`config.mk`:
```
export PLATFORM = sky130hd
export DESIGN_NAME = elevator_scan_scheduler
export DESIGN_NICKNAME = d
export VERILOG_FILES = /design/src/rtl/elevator_pkg.sv /design/src/rtl/scan_target_sel.sv /design/src/rtl/elevator_scan_scheduler.sv
export SDC_FILE = /design/constraint.sdc
export NUM_CORES = 1
export LEC_CHECK = 0
export CELL_PAD_IN_SITES_DETAIL_PLACEMENT = 1
export CELL_PAD_IN_SITES_GLOBAL_PLACEMENT = 2
export CORE_MARGIN = 2
export CORE_UTILIZATION = 31
export DETAILED_ROUTE_END_ITERATION = 10
export MAX_ROUTING_LAYER = met4
export PLACE_DENSITY = 0.88
export SYNTH_ARGS = -nofsm -noshare
export SYNTH_HDL_FRONTEND = slang
export SYNTH_HIERARCHICAL = 1
export SYNTH_SLANG_ARGS = --single-unit
```
`constraint.sdc`:
```
create_clock -name clk -period 3.25 [get_ports clk]
set_clock_uncertainty 0.05 [all_clocks]
set_input_delay 0.65 -clock clk [delete_from_list [all_inputs] [get_ports clk]]
set_output_delay 0.65 -clock clk [all_outputs]
set_load 0.02 [all_outputs]
```
`src/rtl/elevator_pkg.sv`:
```
`default_nettype none
// ============================================================================
// Package     : elevator_pkg
// Description : Shared state/direction enums and default parameters.
// Revision    : 1.0 - initial release
// ============================================================================
package elevator_pkg;

    typedef enum logic [1:0] {
        IDLE = 2'd0,
        MOVE = 2'd1,
        DOOR = 2'd2
    } state_t;

    typedef enum logic {
        UP   = 1'b0,
        DOWN = 1'b1
    } dir_t;

    localparam int c_DEFAULT_FLOOR_W       = 16;
    localparam int c_DEFAULT_NUM_FLOORS    = 16;
    localparam int c_DEFAULT_TRAVEL_CYCLES = 2;
    localparam int c_DEFAULT_DWELL_CYCLES  = 3;

endpackage
`default_nettype wire

```
`src/rtl/scan_target_sel.sv`:
```
`default_nettype none
// ============================================================================
// Module      : scan_target_sel
// Description : Finds pending floors ahead/behind the car and the nearest one ahead.
// Revision    : 1.0 - initial release
// ============================================================================
module scan_target_sel
    import elevator_pkg::*;
#(
    parameter int FLOOR_W    = c_DEFAULT_FLOOR_W,
    parameter int NUM_FLOORS = c_DEFAULT_NUM_FLOORS
) (
    input  logic [NUM_FLOORS-1:0] pending,
    input  logic [FLOOR_W-1:0]    current_floor,
    input  dir_t                  dir,
    output logic                  ahead_any,
    output logic                  behind_any,
    output logic [FLOOR_W-1:0]    nearest_ahead
);

    logic [31:0]        w_cur;
    logic               w_above_any;
    logic               w_below_any;
    logic [FLOOR_W-1:0] w_lowest_above;
    logic [FLOOR_W-1:0] w_highest_below;

    assign w_cur = 32'(current_floor);

    // Descending scan leaves the lowest floor above; ascending leaves the highest below.
    always_comb begin
        w_above_any     = 1'b0;
        w_below_any     = 1'b0;
        w_lowest_above  = '0;
        w_highest_below = '0;
        for (int k = NUM_FLOORS - 1; k >= 0; k--) begin
            if (pending[k] && (32'(k) > w_cur)) begin
                w_above_any    = 1'b1;
                w_lowest_above = FLOOR_W'(k);
            end
        end
        for (int k = 0; k < NUM_FLOORS; k++) begin
            if (pending[k] && (32'(k) < w_cur)) begin
                w_below_any     = 1'b1;
                w_highest_below = FLOOR_W'(k);
            end
        end
    end

    assign ahead_any     = (dir == UP) ? w_above_any : w_below_any;
    assign behind_any    = (dir == UP) ? w_below_any : w_above_any;
    assign nearest_ahead = (dir == UP) ? w_lowest_above : w_highest_below;

endmodule
`default_nettype wire

```
`src/rtl/elevator_scan_scheduler.sv`:
```
`default_nettype none
// ============================================================================
// Module      : elevator_scan_scheduler
// Description : SCAN elevator scheduler: request bitmap, IDLE/MOVE/DOOR FSM, move counter.
// Revision    : 1.0 - initial release
// ============================================================================
module elevator_scan_scheduler
    import elevator_pkg::*;
#(
    parameter int FLOOR_W       = c_DEFAULT_FLOOR_W,
    parameter int NUM_FLOORS    = c_DEFAULT_NUM_FLOORS,
    parameter int TRAVEL_CYCLES = c_DEFAULT_TRAVEL_CYCLES,
    parameter int DWELL_CYCLES  = c_DEFAULT_DWELL_CYCLES
) (
    input  logic                  clk,
    input  logic                  rst_n,
    input  logic                  req_valid,
    input  logic [FLOOR_W-1:0]    req_floor,
    output logic                  req_ready,
    output logic [FLOOR_W-1:0]    current_floor,
    output logic [FLOOR_W-1:0]    next_floor,
    output logic                  up,
    output logic                  down,
    output logic                  door_open,
    output logic [NUM_FLOORS-1:0] pending,
    output logic                  req_err,
    output logic [15:0]           floor_transition_counter
);

    localparam logic [15:0]           c_TRAVEL_LAST = 16'(TRAVEL_CYCLES - 1);
    localparam logic [15:0]           c_DWELL_LAST  = 16'(DWELL_CYCLES - 1);
    localparam logic [NUM_FLOORS-1:0] c_BIT0        = NUM_FLOORS'(1);

    state_t                r_state, w_state_next;
    dir_t                  r_dir, w_dir_next;
    logic [FLOOR_W-1:0]    r_cur_floor, w_cur_floor_next;
    logic [NUM_FLOORS-1:0] r_pending, w_pending_next;
    logic [15:0]           r_counter, w_counter_next;
    logic [15:0]           r_travel_cnt, w_travel_cnt_next;
    logic [15:0]           r_dwell_cnt, w_dwell_cnt_next;
    logic                  r_ready;
    logic                  r_err;

    logic                  w_accept;
    logic                  w_in_range;
    logic                  w_req_hit;
    logic                  w_req_here;
    logic                  w_at_pending;
    logic [NUM_FLOORS-1:0] w_req_mask;
    logic [NUM_FLOORS-1:0] w_cur_mask;
    logic [NUM_FLOORS-1:0] w_step_mask;
    logic [NUM_FLOORS-1:0] w_set_mask;
    logic [NUM_FLOORS-1:0] w_clr_mask;
    logic [FLOOR_W-1:0]    w_step_floor;
    logic [FLOOR_W-1:0]    w_nearest_ahead;
    logic [15:0]           w_counter_inc;
    logic                  w_ahead_any;
    logic                  w_behind_any;

    scan_target_sel #(
        .FLOOR_W    (FLOOR_W),
        .NUM_FLOORS (NUM_FLOORS)
    ) u_scan_target_sel (
        .pending       (r_pending),
        .current_floor (r_cur_floor),
        .dir           (r_dir),
        .ahead_any     (w_ahead_any),
        .behind_any    (w_behind_any),
        .nearest_ahead (w_nearest_ahead)
    );

    assign w_accept      = req_valid && r_ready;
    assign w_in_range    = 32'(req_floor) < 32'(NUM_FLOORS);
    assign w_req_hit     = w_accept && w_in_range;
    assign w_req_here    = w_req_hit && (req_floor == r_cur_floor);
    assign w_req_mask    = w_req_hit ? (c_BIT0 << req_floor) : '0;
    assign w_cur_mask    = c_BIT0 << r_cur_floor;
    assign w_at_pending  = |(r_pending & w_cur_mask);
    assign w_step_floor  = (r_dir == UP) ? (r_cur_floor + FLOOR_W'(1)) : (r_cur_floor - FLOOR_W'(1));
    assign w_step_mask   = c_BIT0 << w_step_floor;
    assign w_counter_inc = (r_counter != 16'hFFFF) ? (r_counter + 16'd1) : r_counter;

    // Clears win over a same-edge request: a request for the floor being served is absorbed.
    assign w_pending_next = (r_pending | w_set_mask) & ~w_clr_mask;

    always_comb begin
        w_state_next      = r_state;
        w_dir_next        = r_dir;
        w_cur_floor_next  = r_cur_floor;
        w_counter_next    = r_counter;
        w_travel_cnt_next = 16'd0;
        w_dwell_cnt_next  = 16'd0;
        w_set_mask        = w_req_mask;
        w_clr_mask        = '0;
        case (r_state)
            IDLE: begin
                if (w_req_here || w_at_pending) begin
                    w_state_next = DOOR;
                    w_clr_mask   = w_cur_mask;
                end else if (|r_pending) begin
                    if (!w_ahead_any) begin
                        w_dir_next = (r_dir == UP) ? DOWN : UP;
                    end
                    w_state_next = MOVE;
                end
            end
            MOVE: begin
                if (!w_ahead_any) begin
                    w_state_next = IDLE;
                end else if (r_travel_cnt == c_TRAVEL_LAST) begin
                    w_cur_floor_next = w_step_floor;
                    w_counter_next   = w_counter_inc;
                    if (|(r_pending & w_step_mask)) begin
                        w_clr_mask   = w_step_mask;
                        w_state_next = DOOR;
                    end
                end else begin
                    w_travel_cnt_next = r_travel_cnt + 16'd1;
                end
            end
            DOOR: begin
                if (w_req_here) begin
                    w_set_mask = '0;
                end else if (r_dwell_cnt == c_DWELL_LAST) begin
                    if (w_ahead_any) begin
                        w_state_next = MOVE;
                    end else if (w_behind_any) begin
                        w_dir_next   = (r_dir == UP) ? DOWN : UP;
                        w_state_next = MOVE;
                    end else begin
                        w_state_next = IDLE;
                    end
                end else begin
                    w_dwell_cnt_next = r_dwell_cnt + 16'd1;
                end
            end
            default: begin
                w_state_next = IDLE;
            end
        endcase
    end

    always_ff @(posedge clk or negedge rst_n) begin
        if (!rst_n) begin
            r_state      <= IDLE;
            r_dir        <= UP;
            r_cur_floor  <= '0;
            r_pending    <= '0;
            r_counter    <= 16'd0;
            r_travel_cnt <= 16'd0;
            r_dwell_cnt  <= 16'd0;
            r_ready      <= 1'b0;
            r_err        <= 1'b0;
        end else begin
            r_state      <= w_state_next;
            r_dir        <= w_dir_next;
            r_cur_floor  <= w_cur_floor_next;
            r_pending    <= w_pending_next;
            r_counter    <= w_counter_next;
            r_travel_cnt <= w_travel_cnt_next;
            r_dwell_cnt  <= w_dwell_cnt_next;
            r_ready      <= 1'b1;
            r_err        <= w_accept && !w_in_range;
        end
    end

    assign req_ready                = r_ready;
    assign current_floor            = r_cur_floor;
    assign next_floor               = w_ahead_any ? w_nearest_ahead : r_cur_floor;
    assign up                       = (r_state == MOVE) && (r_dir == UP);
    assign down                     = (r_state == MOVE) && (r_dir == DOWN);
    assign door_open                = (r_state == DOOR);
    assign pending                  = r_pending;
    assign req_err                  = r_err;
    assign floor_transition_counter = r_counter;

endmodule
`default_nettype wire

```
==> metrics.txt, run 1 <==
slew of the pin with the lowest slew margin 0.765 ns; gr usage total 24.9%; Hold Vio Cnt, Final 0; maximum vdd drop 656 uV; drt first pass iters 4; top layer in use met4; I/O Buffers 87; # hold bufs at CTS 0; Leakage Power 4.69 nW; share of total power in combinational logic 78.6%; Arr. time, crit path between 3 and 4 ns; clock power share 9.5%; vias after detailed routing between 7,000 and 8,000; Main synth FF type dfrtp_1; Inserted Clock Buffers 9; 1st-iter DRT viols between 500 and 600; Top delay family on crit path simple AND/OR/NAND/NOR gates; number of vias per cell 5.67; clock buffer depth 2; Max stage delay on crit path 0.55 ns; startpoint type of the worst setup path flop; vias in the first global route ~8,000; WP buf/inv 5; Netlist cell types 92; metal2 WL approximately 16 mm; Post-Route WL 31.8 mm; post-synthesis sequential area ratio 31.3%; Avg Cell Area, Syn 8.58 um^2; core area 21,700 um^2; Worst EP required approximately 2.6 ns; Slew Viols, Final 0; Slew HR 49.0%; WL met3 1.62 mm; clock sinks 85; RSZ-0062 raised after global routing yes; FMAX 249 MHz; synth-to-layout area growth 59.0%; layout cells sized above 1 35.8%; ratio of final minimum period to clock period 123%; Netlist Area Pre-Place 6800 um^2; CTS tree done; pin count of the biggest net entering global routing 60; Yosys top cell by area dfrtp_1; Post-DRT Antenna Nets 0; synth top area cells dfrtp_1 (31%), xor2_1 (5.7%), nor2_1 (4.4%); Power Internal 5.79 mW; sw power 5.53 mW; switch share around 49%; setup violators final slightly above 80; max-cap violations 0; placed cell areas 9200 um^2; Pwr Density 1050 nW/um^2; Flop pwr share 11.9%; NumNets Final 1,125; Worst-Skew Late Latency 0.36 ns; placed cell count 1,295; Filler cells 2,464; EDFF count, synth 0; status finished, violations left; first-pass GRT wire length 44.7 mm; met1 wire length 12.9 mm; slowest CP cell or4_4; wire per inst 23.2 um; Setup Slack @ Placement -0.690 ns; n_diodes 0; CP cell instances or4_4 -> buf_6 -> buf_4 -> nor3_2 -> o211a_1 -> nand3_2 -> nor4b_4 -> a31oi_4 -> buf_12 -> buf_12 -> mux2_4 -> buf_6; num rows 54; grt total ovfl 0; Worst-path clk slew 0.08 ns; area share of the largest cell type after synthesis 31.3%; reg2reg setup slack -0.69 ns; DIE AREA 23,100 um^2; worst setup margin -0.760 ns; initial antenna violation count 0; RePlAce Congestion 0.946; Critical Path Sink Type output pin; hpwl dp 20.4 mm; Die W 152 um; # IOs 88; violated checks negative setup slack; Final Cell Area approximately 11,000 um^2; Non-Filler Instances 1,371; Yosys reg bits 85; H-Tree Depth 3; root buf cell clkbuf_16; die height 152 um; Tmin final 4.01 ns; initial core utilization 31.4%; hold crit path type input port to asynchronous set/reset pin; DRC Markers 0; Critical Path Fanout Max 7; Post-Syn Instances 793; Synth async-reset ratio 100%; WS Path Type flop to output pin; Ys Warns 6
-- final timing paths --
| check | start | cells after the start | endpoint |
|---|---|---|---|
| setup / recovery | current_floor[11] | 12 | next_floor[12] |
| hold / removal | rst_n | 1 | floor_transition_counter[4] |
| setup reg to reg | current_floor[11] | 19 | floor_transition_counter[15] |
| hold reg to reg | floor_transition_counter[9] | 1 | floor_transition_counter[9] |
| max in group asynchronous | rst_n | 2 | r_dwell_cnt[10] |
| min in group clk | floor_transition_counter[9] | 1 | floor_transition_counter[9] |
-- placed cells by master (no fill, tap or decap), types with 9 or more instances in the layout --
cell / instances
nand3_1: 32
dfrtp_1: 76
clkdlybuf4s50_1: 70
o21ai_0: 26
nor2b_1: 13
dfrtp_2: 9
xor2_1: 43
buf_6: 35
buf_12: 11
nand4_1: 13
o21ai_1: 10
nand2_1: 67
a31oi_1: 10
inv_1: 15
clkbuf_16: 12
a21oi_1: 21
o22ai_1: 9
nand2b_1: 12
nor4_1: 23
ha_1: 18
and3_1: 14
o31ai_1: 13
nor2_1: 76
mux2_4: 13
nor3_1: 11
and2_1: 9
xnor2_1: 27
a31oi_4: 14
buf_4: 189
conb_1: 13
-- layout make-up --
type / count / area (um^2) / share of cell area, %
multi-input combinational: 659 / 5010 / 46.4
tap: 280 / 350 / 3.24
inverter: 17 / 67.6 / 0.625
clock inverter: 7 / 77.6 / 0.718
clock buffer: 9 / 225 / 2.08
sequential: 85 / 2140 / 19.8
timing repair buffer: 314 / 2940 / 27.2
-- routing by layer --
metal | vias up | track usage [%]
met3 | 104 | 3.08
met1 | 3880 | 30.9
met5 | - | -
met2 | 297 | 41.7
li1 | 3494 | -
met4 | 0 | 9.35
-- state kept, by name, summed over array words and instances (netlist names) --
signal,flops
current_floor,16
floor_transition_counter,16
pending,16
r_dwell_cnt,16
r_travel_cnt,16
r_state,2
r_dir,1
req_err,1
req_ready,1
-- power by group through the flow --
stage                     Clock, mW  Sequential [mW]  Combinational (mW)
after detailed placement          0             1.37                6.80
after CTS                      1.08             1.33                7.39
after global placement            0             1.35                6.67
after floorplan                   0             1.57                3.58
after global routing           1.14             1.35                9.32
final                          1.08             1.34                8.90
-- cell usage after synthesis (all sizes together) (4+ instances only) --
cell type	number
mux4	5
a211oi	12
o32ai	8
xnor2	28
nand3	35
and3	18
o31ai	18
nand2b	13
xor2	44
nand2	77
o21ai	41
nor4b	4
nand4	13
clkbuf	17
ha	19
a31oi	25
nor2b	16
nor3	18
or3	4
o211ai	5
nor4	24
a21o	4
buf	26
nor2	81
a21oi	26
mux2	16
o22ai	10
or2	10
inv	16
and2	9
dfrtp	85
o21bai	5
-- worst register-to-register path: cells and delay by family, from the launching register on --
family | cells | cell delay (ns)
buf+inv | 7 | 1.03
flops | 1 | 0.41
xor+xnor | 1 | 0.17
compound gates | 3 | 0.59
simple gates | 8 | 1.63
-- cell families after synthesis --
kind of cell / synth area share [%]
DFF: 31.3
and+or+nand+nor: 25.8
muxes: 4.91
buffers and inverters: 4.82
other: 0.110
xor gates and xnor gates: 9.38
AOI/OAI and AO/OA: 19.9
adders and majority gates: 3.79
-- through the flow --
stage / hold slack (ns) / setup TNS, ns / util, % / total power [mW]
3_5_place_dp: 0.436 / -23.52 / 42.4 / 8.16
3_3_place_gp: 0.423 / -18.04 / 42.4 / 8.02
6_report: 0.306 / -38.99 / 49.8 / 11.3
4_1_cts: 0.340 / -20.40 / 46.6 / 9.80
5_1_grt: 0.367 / -46.09 / 49.8 / 11.8
2_1_floorplan: 0.304 / -2.30 / - / 5.15
-- what timing repair did --
item / CTS / global route
resized for setup: 153 / 97
pin swaps: 23 / 22
setup buffers: 31 / 29
gates cloned: 4 / 3
setup endpoints to repair: 63 / 83
(Power assumes the default switching activity.)
==> run 2, diff against run 1 <==
--- a/config.mk
+++ b/config.mk
@@ -7,7 +7,6 @@
 export LEC_CHECK = 0
 export CELL_PAD_IN_SITES_DETAIL_PLACEMENT = 1
 export CELL_PAD_IN_SITES_GLOBAL_PLACEMENT = 2
-export CORE_MARGIN = 2
 export CORE_UTILIZATION = 31
 export DETAILED_ROUTE_END_ITERATION = 10
 export MAX_ROUTING_LAYER = met4
==> run 2 against run 1 <==
Compared with the run above: the run still ends with negative setup slack left; maximum frequency rose by 2.2%; register-to-register slack better by 0.26 ns; clock power is 4% lower; via count down 6.3%; first-iteration DRC count decreased by 20%; wire length fell by 14%; sequential share of layout area increased by 1.8 points; sequential power hardly changed; final area down 8.3%; hold slack better by 0.019 ns.
==> metrics.txt, run 2 (synthesis results as in run 1) <==
commonest non-fill, non-tap cell in the layout buf_4; reg2reg setup slack -0.43 ns; NumNets Final 1,067; die height ~150 um; status finished, violations left; clock sinks 85; # IOs 88; Slew HR a little under half; startpoint type of the worst setup path flop; # hold bufs at CTS 0; RePlAce Congestion 0.909; grt total ovfl 0; WL met3 1.30 mm; Post-Route Utilization 46.6%; max-cap violations 0; Hold Vio Cnt, Final 0; pin count of the biggest net entering global routing 61; met1 wire length between 10 and 15 mm; synth-to-layout area growth 45.7%; Worst-Skew Late Latency 0.36 ns; Post-Route WL roughly 27 mm; Arr. time, crit path 3.22 ns; vias after detailed routing 7,289; top layer in use met4; 1st-iter DRT viols 411; Pwr Density just under 1000 nW/um^2; DRC Markers 0; gr usage total 25.3%; first-pass GRT wire length 42.2 mm; vias in the first global route 7,593; WS Path Type flop to output pin; I/O Buffers 87; layout cells sized above 1 ~31%; initial core utilization 31.9%; number of vias per cell 5.57; DIE AREA 22,500 um^2; Die W 150 um; Post-DRT Antenna Nets 0; RSZ-0062 raised after global routing yes; Leakage Power 4.31 nW; worst setup margin -0.674 ns; H-Tree Depth 3; Reg2Reg Capture Point floor_transition_counter[11]; metal2 WL 13.3 mm; setup tns final -22.14 ns; num rows 53; hold crit path type input port to asynchronous set/reset pin; Tmin final 3.92 ns; hpwl dp slightly above 20 mm; Critical Path Fanout Max 18; CTS tree done; worst r2r path cells 15; ratio of final minimum period to clock period 121%; violated checks negative setup slack; clock buffer depth 2; setup violators final 67; most frequent cells in the layout buf_4 (153), nor2_1 (78), dfrtp_1 (75); Worst-path clk slew 0.07 ns; Worst EP required 2.55 ns; maximum vdd drop 460 uV; RR Startpoint current_floor[12]; root buf cell clkbuf_16; Slew Viols, Final 0; initial antenna violation count 1; FMAX 255 MHz; wire per inst 20.8 um; Inserted Clock Buffers 9; core area between 20,000 and 25,000 um^2; drt first pass iters 5; slew of the pin with the lowest slew margin 0.791 ns; Critical Path Sink Type output pin
[run 2: changes by cell type in the layout (fill, tap and decap cells not counted), sizes merged]
cell,change
buf,-56
clkbuf,-3
clkdlybuf4s15,+1
clkinv,-1
diode,+1
inv,+1
[run 2: worst max-delay path by stage]
stage	startpoint	endpoint	slack (ns)	cells past startpoint
2_1_floorplan	current_floor[4]	next_floor[2]	-0.16	9
3_3_place_gp	current_floor[15]	next_floor[2]	-0.64	9
3_5_place_dp	current_floor[15]	next_floor[8]	-0.71	9
4_1_cts	current_floor[12]	next_floor[2]	-0.65	9
5_1_grt	current_floor[12]	next_floor[12]	-0.79	10
6_report	current_floor[12]	next_floor[12]	-0.67	10
[run 2: area by class of cell]
class                           count  area [um^2]
Fill cell                        2474        11400
Multi-Input combinational cell    659         4740
Timing Repair Buffer              256         2320
Sequential cell                    85         2140
Tap cell                          275          344
Clock buffer                        9          225
Inverter                           17         65.1
Clock inverter                      7         63.8
Antenna cell                        1         2.50
[run 2: critical path, cell delays in order (launching register included)]
cell and delay (ns):
dfrtp_2 0.41, or4_4 0.56, o41ai_4 0.44, o211a_1 0.24, nand3_2 0.12, nor4b_4 0.32
a31oi_2 0.15, buf_12 0.19, buf_4 0.14, mux2_4 0.19, buf_6 0.11
[run 2: per-stage QoR]
step / hold slack, ns / std cells / total power, mW / worst slack, ns / area (um^2)
after floorplan: 0.304 / 804 / 5.15 / -0.159 / 6920
after global placement: 0.435 / 1277 / 7.95 / -0.636 / 9080
after detailed placement: 0.436 / 1277 / 8.11 / -0.709 / 9080
after CTS: 0.354 / 1301 / 9.49 / -0.648 / 9650
after global routing: 0.379 / 1309 / 10.4 / -0.789 / 9910
final: 0.325 / 1309 / 9.84 / -0.674 / 9910
[run 2: repair_timing]
action	CTS	global route
setup endpoints to repair	66	83
pin swaps	8	11
resized for setup	137	41
setup buffers	6	6
gates cloned	2	1
[run 2: where the power goes]
group	switching [mW]	internal (mW)	leakage (nW)
combinational	4.21	3.25	3.01
clock	0.505	0.539	0.142
sequential	0.140	1.19	1.15
total	4.85	4.98	4.31
[run 2: per-layer routing]
layer / global-route usage (%) / up-vias
met2: 41.4 / 237
met1: 31.6 / 3628
met3: 3.82 / 49
met4: 8.89 / 0
met5: - / -
li1: - / 3375
==> run 3, diff against run 2 <==
--- a/config.mk
+++ b/config.mk
@@ -7,10 +7,10 @@
 export LEC_CHECK = 0
 export CELL_PAD_IN_SITES_DETAIL_PLACEMENT = 1
 export CELL_PAD_IN_SITES_GLOBAL_PLACEMENT = 2
-export CORE_UTILIZATION = 31
+export CORE_UTILIZATION = 34
 export DETAILED_ROUTE_END_ITERATION = 10
 export MAX_ROUTING_LAYER = met4
-export PLACE_DENSITY = 0.88
+export PLACE_DENSITY = 0.91
 export SYNTH_ARGS = -nofsm -noshare
 export SYNTH_HDL_FRONTEND = slang
 export SYNTH_HIERARCHICAL = 1
==> constraint.sdc (replaced) <==
create_clock -name clk -period 4.4 [get_ports clk]
set_clock_uncertainty 0.05 [all_clocks]
set_input_delay 0.88 -clock clk [delete_from_list [all_inputs] [get_ports clk]]
set_output_delay 0.88 -clock clk [all_outputs]
set_load 0.02 [all_outputs]
==> run 3 against run 2 <==
Compared with the run above: the flow now finishes without violations; core utilization is 2.7 points lower; final area is 14% lower; sequential cell count stayed put; largest cell class unchanged; sequential power is 23% lower; register-to-register slack better by 0.97 ns; critical path type unchanged; power is 38% lower.
==> metrics.txt, run 3 (synthesis results as in run 1) <==
Top delay family on crit path simple AND/OR/NAND/NOR gates; Worst-Skew Late Latency 0.35 ns; worst setup margin between 0.1 and 0.15 ns; slew of the pin with the lowest slew margin 0.842 ns; ratio of final minimum period to clock period between 90% and 100%; RePlAce Congestion 1.04; DIE AREA slightly above 20,000 um^2; area taken by multi-input logic gates 4440 um^2; Flop pwr share 16.8%; hpwl dp 18.6 mm; drt first pass iters 6; Die W 143 um; most frequent cells in the layout dfrtp_1 (84), nor2_1 (80), nand2_1 (76); Leakage Power 3.65 nW; sw power 3.05 mW; CTS tree done; Critical Path Fanout Max 18; NumNets Final 956; vias in the first global route roughly 7,000; initial antenna violation count 0; FMAX 233 MHz; Max stage delay on crit path 0.60 ns; Inserted Clock Buffers 9; Worst EP required 3.47 ns; I/O Buffers 87; Filler cells 2,359; Arr. time, crit path between 3 and 4 ns; die height ~140 um; CP cell instances or4_4 -> o41ai_4 -> o211a_1 -> nand3_1 -> nor4b_4 -> a31oi_2 -> buf_6 -> mux2_2 -> dlygate4sd2_1; Tmin final 4.29 ns; synth-to-layout area growth 26.0%; grt total ovfl 0; gr usage total around 26%; Final Cell Area 8570 um^2; Post-Route WL 24.7 mm; Post-Route Utilization 43.9%; Power Internal 3.01 mW; clock sinks 85; 1st-iter DRT viols 319; Worst-path clk slew 0.07 ns; n_diodes 0; switch share between 50 and 60%; slowest CP cell or4_4; first-pass GRT wire length 39.5 mm; setup violators final 0; clock buffer depth 2; Pwr Density 707 nW/um^2; vias after detailed routing approximately 7,000; core area 19,500 um^2; Slew Viols, Final 0; layout cells sized above 1 14.9%; status finished, final reports clean; initial core utilization approximately a third; WP buf/inv 2; RSZ-0062 raised after global routing no; # hold bufs at CTS 0; Register Area approximately 2100 um^2; setup tns final 0 ns; Hold Slack 0.447 ns; commonest non-fill, non-tap cell in the layout dfrtp_1; clock power share 13.6%; hold crit path type flop to flop; placed cell areas 8220 um^2; share of total power in combinational logic 69.7%; Setup Slack @ Placement between 0.15 and 0.2 ns; Hold Vio Cnt, Final 0; # IOs 88; wire per inst 20.8 um; num rows 51; root buf cell clkbuf_16; max-cap violations 0; Critical Path Sink Type output pin; H-Tree Depth 3; pin count of the biggest net entering global routing 58; maximum vdd drop just under 300 uV; Slew HR 43.8%; startpoint type of the worst setup path flop; DRC Markers 0; number of vias per cell approximately 5.7; WS Path Type flop to output pin; Post-DRT Antenna Nets 0
-- run 3: cell count changes in the layout (fill, tap and decap cells not counted), sizes merged --
cell	previous run	this run
buf	185	59
bufinv	0	1
clkbuf	9	12
clkdlybuf4s15	1	0
clkinv	2	3
diode	1	0
dlygate4sd2	0	16
inv	21	16
-- run 3: what timing repair did --
action | 4_1_cts | 5_1_grt
setup buffers | 0 | 0
pin swaps | 0 | 1
endpoints found under the setup margin | 16 | 16
resized for setup | 18 | 6
-- run 3: final cells by class --
type	instances	area share, %
multi-input cells	659	51.8
flip-flops and latches	85	24.8
repair buffers	145	15.0
well taps	265	3.87
clock buffers	12	3.11
inverters	17	0.745
clock inverters	4	0.642
-- run 3: power groups by stage --
stage | Combinational [mW] | Clock (mW) | Sequential [mW]
after floorplan | 2.58 | 0 | 1.15
after global placement | 4.12 | 0 | 1.02
after detailed placement | 4.16 | 0 | 1.03
after CTS | 4.14 | 0.834 | 1.02
after global routing | 4.56 | 0.868 | 1.03
final | 4.22 | 0.822 | 1.02
-- run 3: path summary, 6_finish.rpt --
kind                       cells after the start                          end                         from  slack, ns
max in group asynchronous                      2               r_dwell_cnt[0]                        rst_n       2.88
min reg2reg                                    1  floor_transition_counter[3]  floor_transition_counter[3]       0.45
min                                            1  floor_transition_counter[3]  floor_transition_counter[3]       0.45
max                                            9                next_floor[3]            current_floor[11]       0.11
min in group asynchronous                      1               r_dwell_cnt[4]                        rst_n       0.53
max reg2reg                                   12                   pending[3]             current_floor[0]       0.54
-- run 3: layer usage --
metal	up-vias	GRT usage, %	wire [um]
met2	225	41.7	11700
met1	3379	33.0	11100
met5	-	-	0
met4	0	10.4	705
met3	55	2.53	1130
li1	3143	-	-
-- run 3: through the flow --
step	power, mW	cells
after floorplan	3.73	804
after global placement	5.14	1171
after detailed placement	5.19	1171
after CTS	5.99	1187
after global routing	6.46	1187
final	6.06	1187
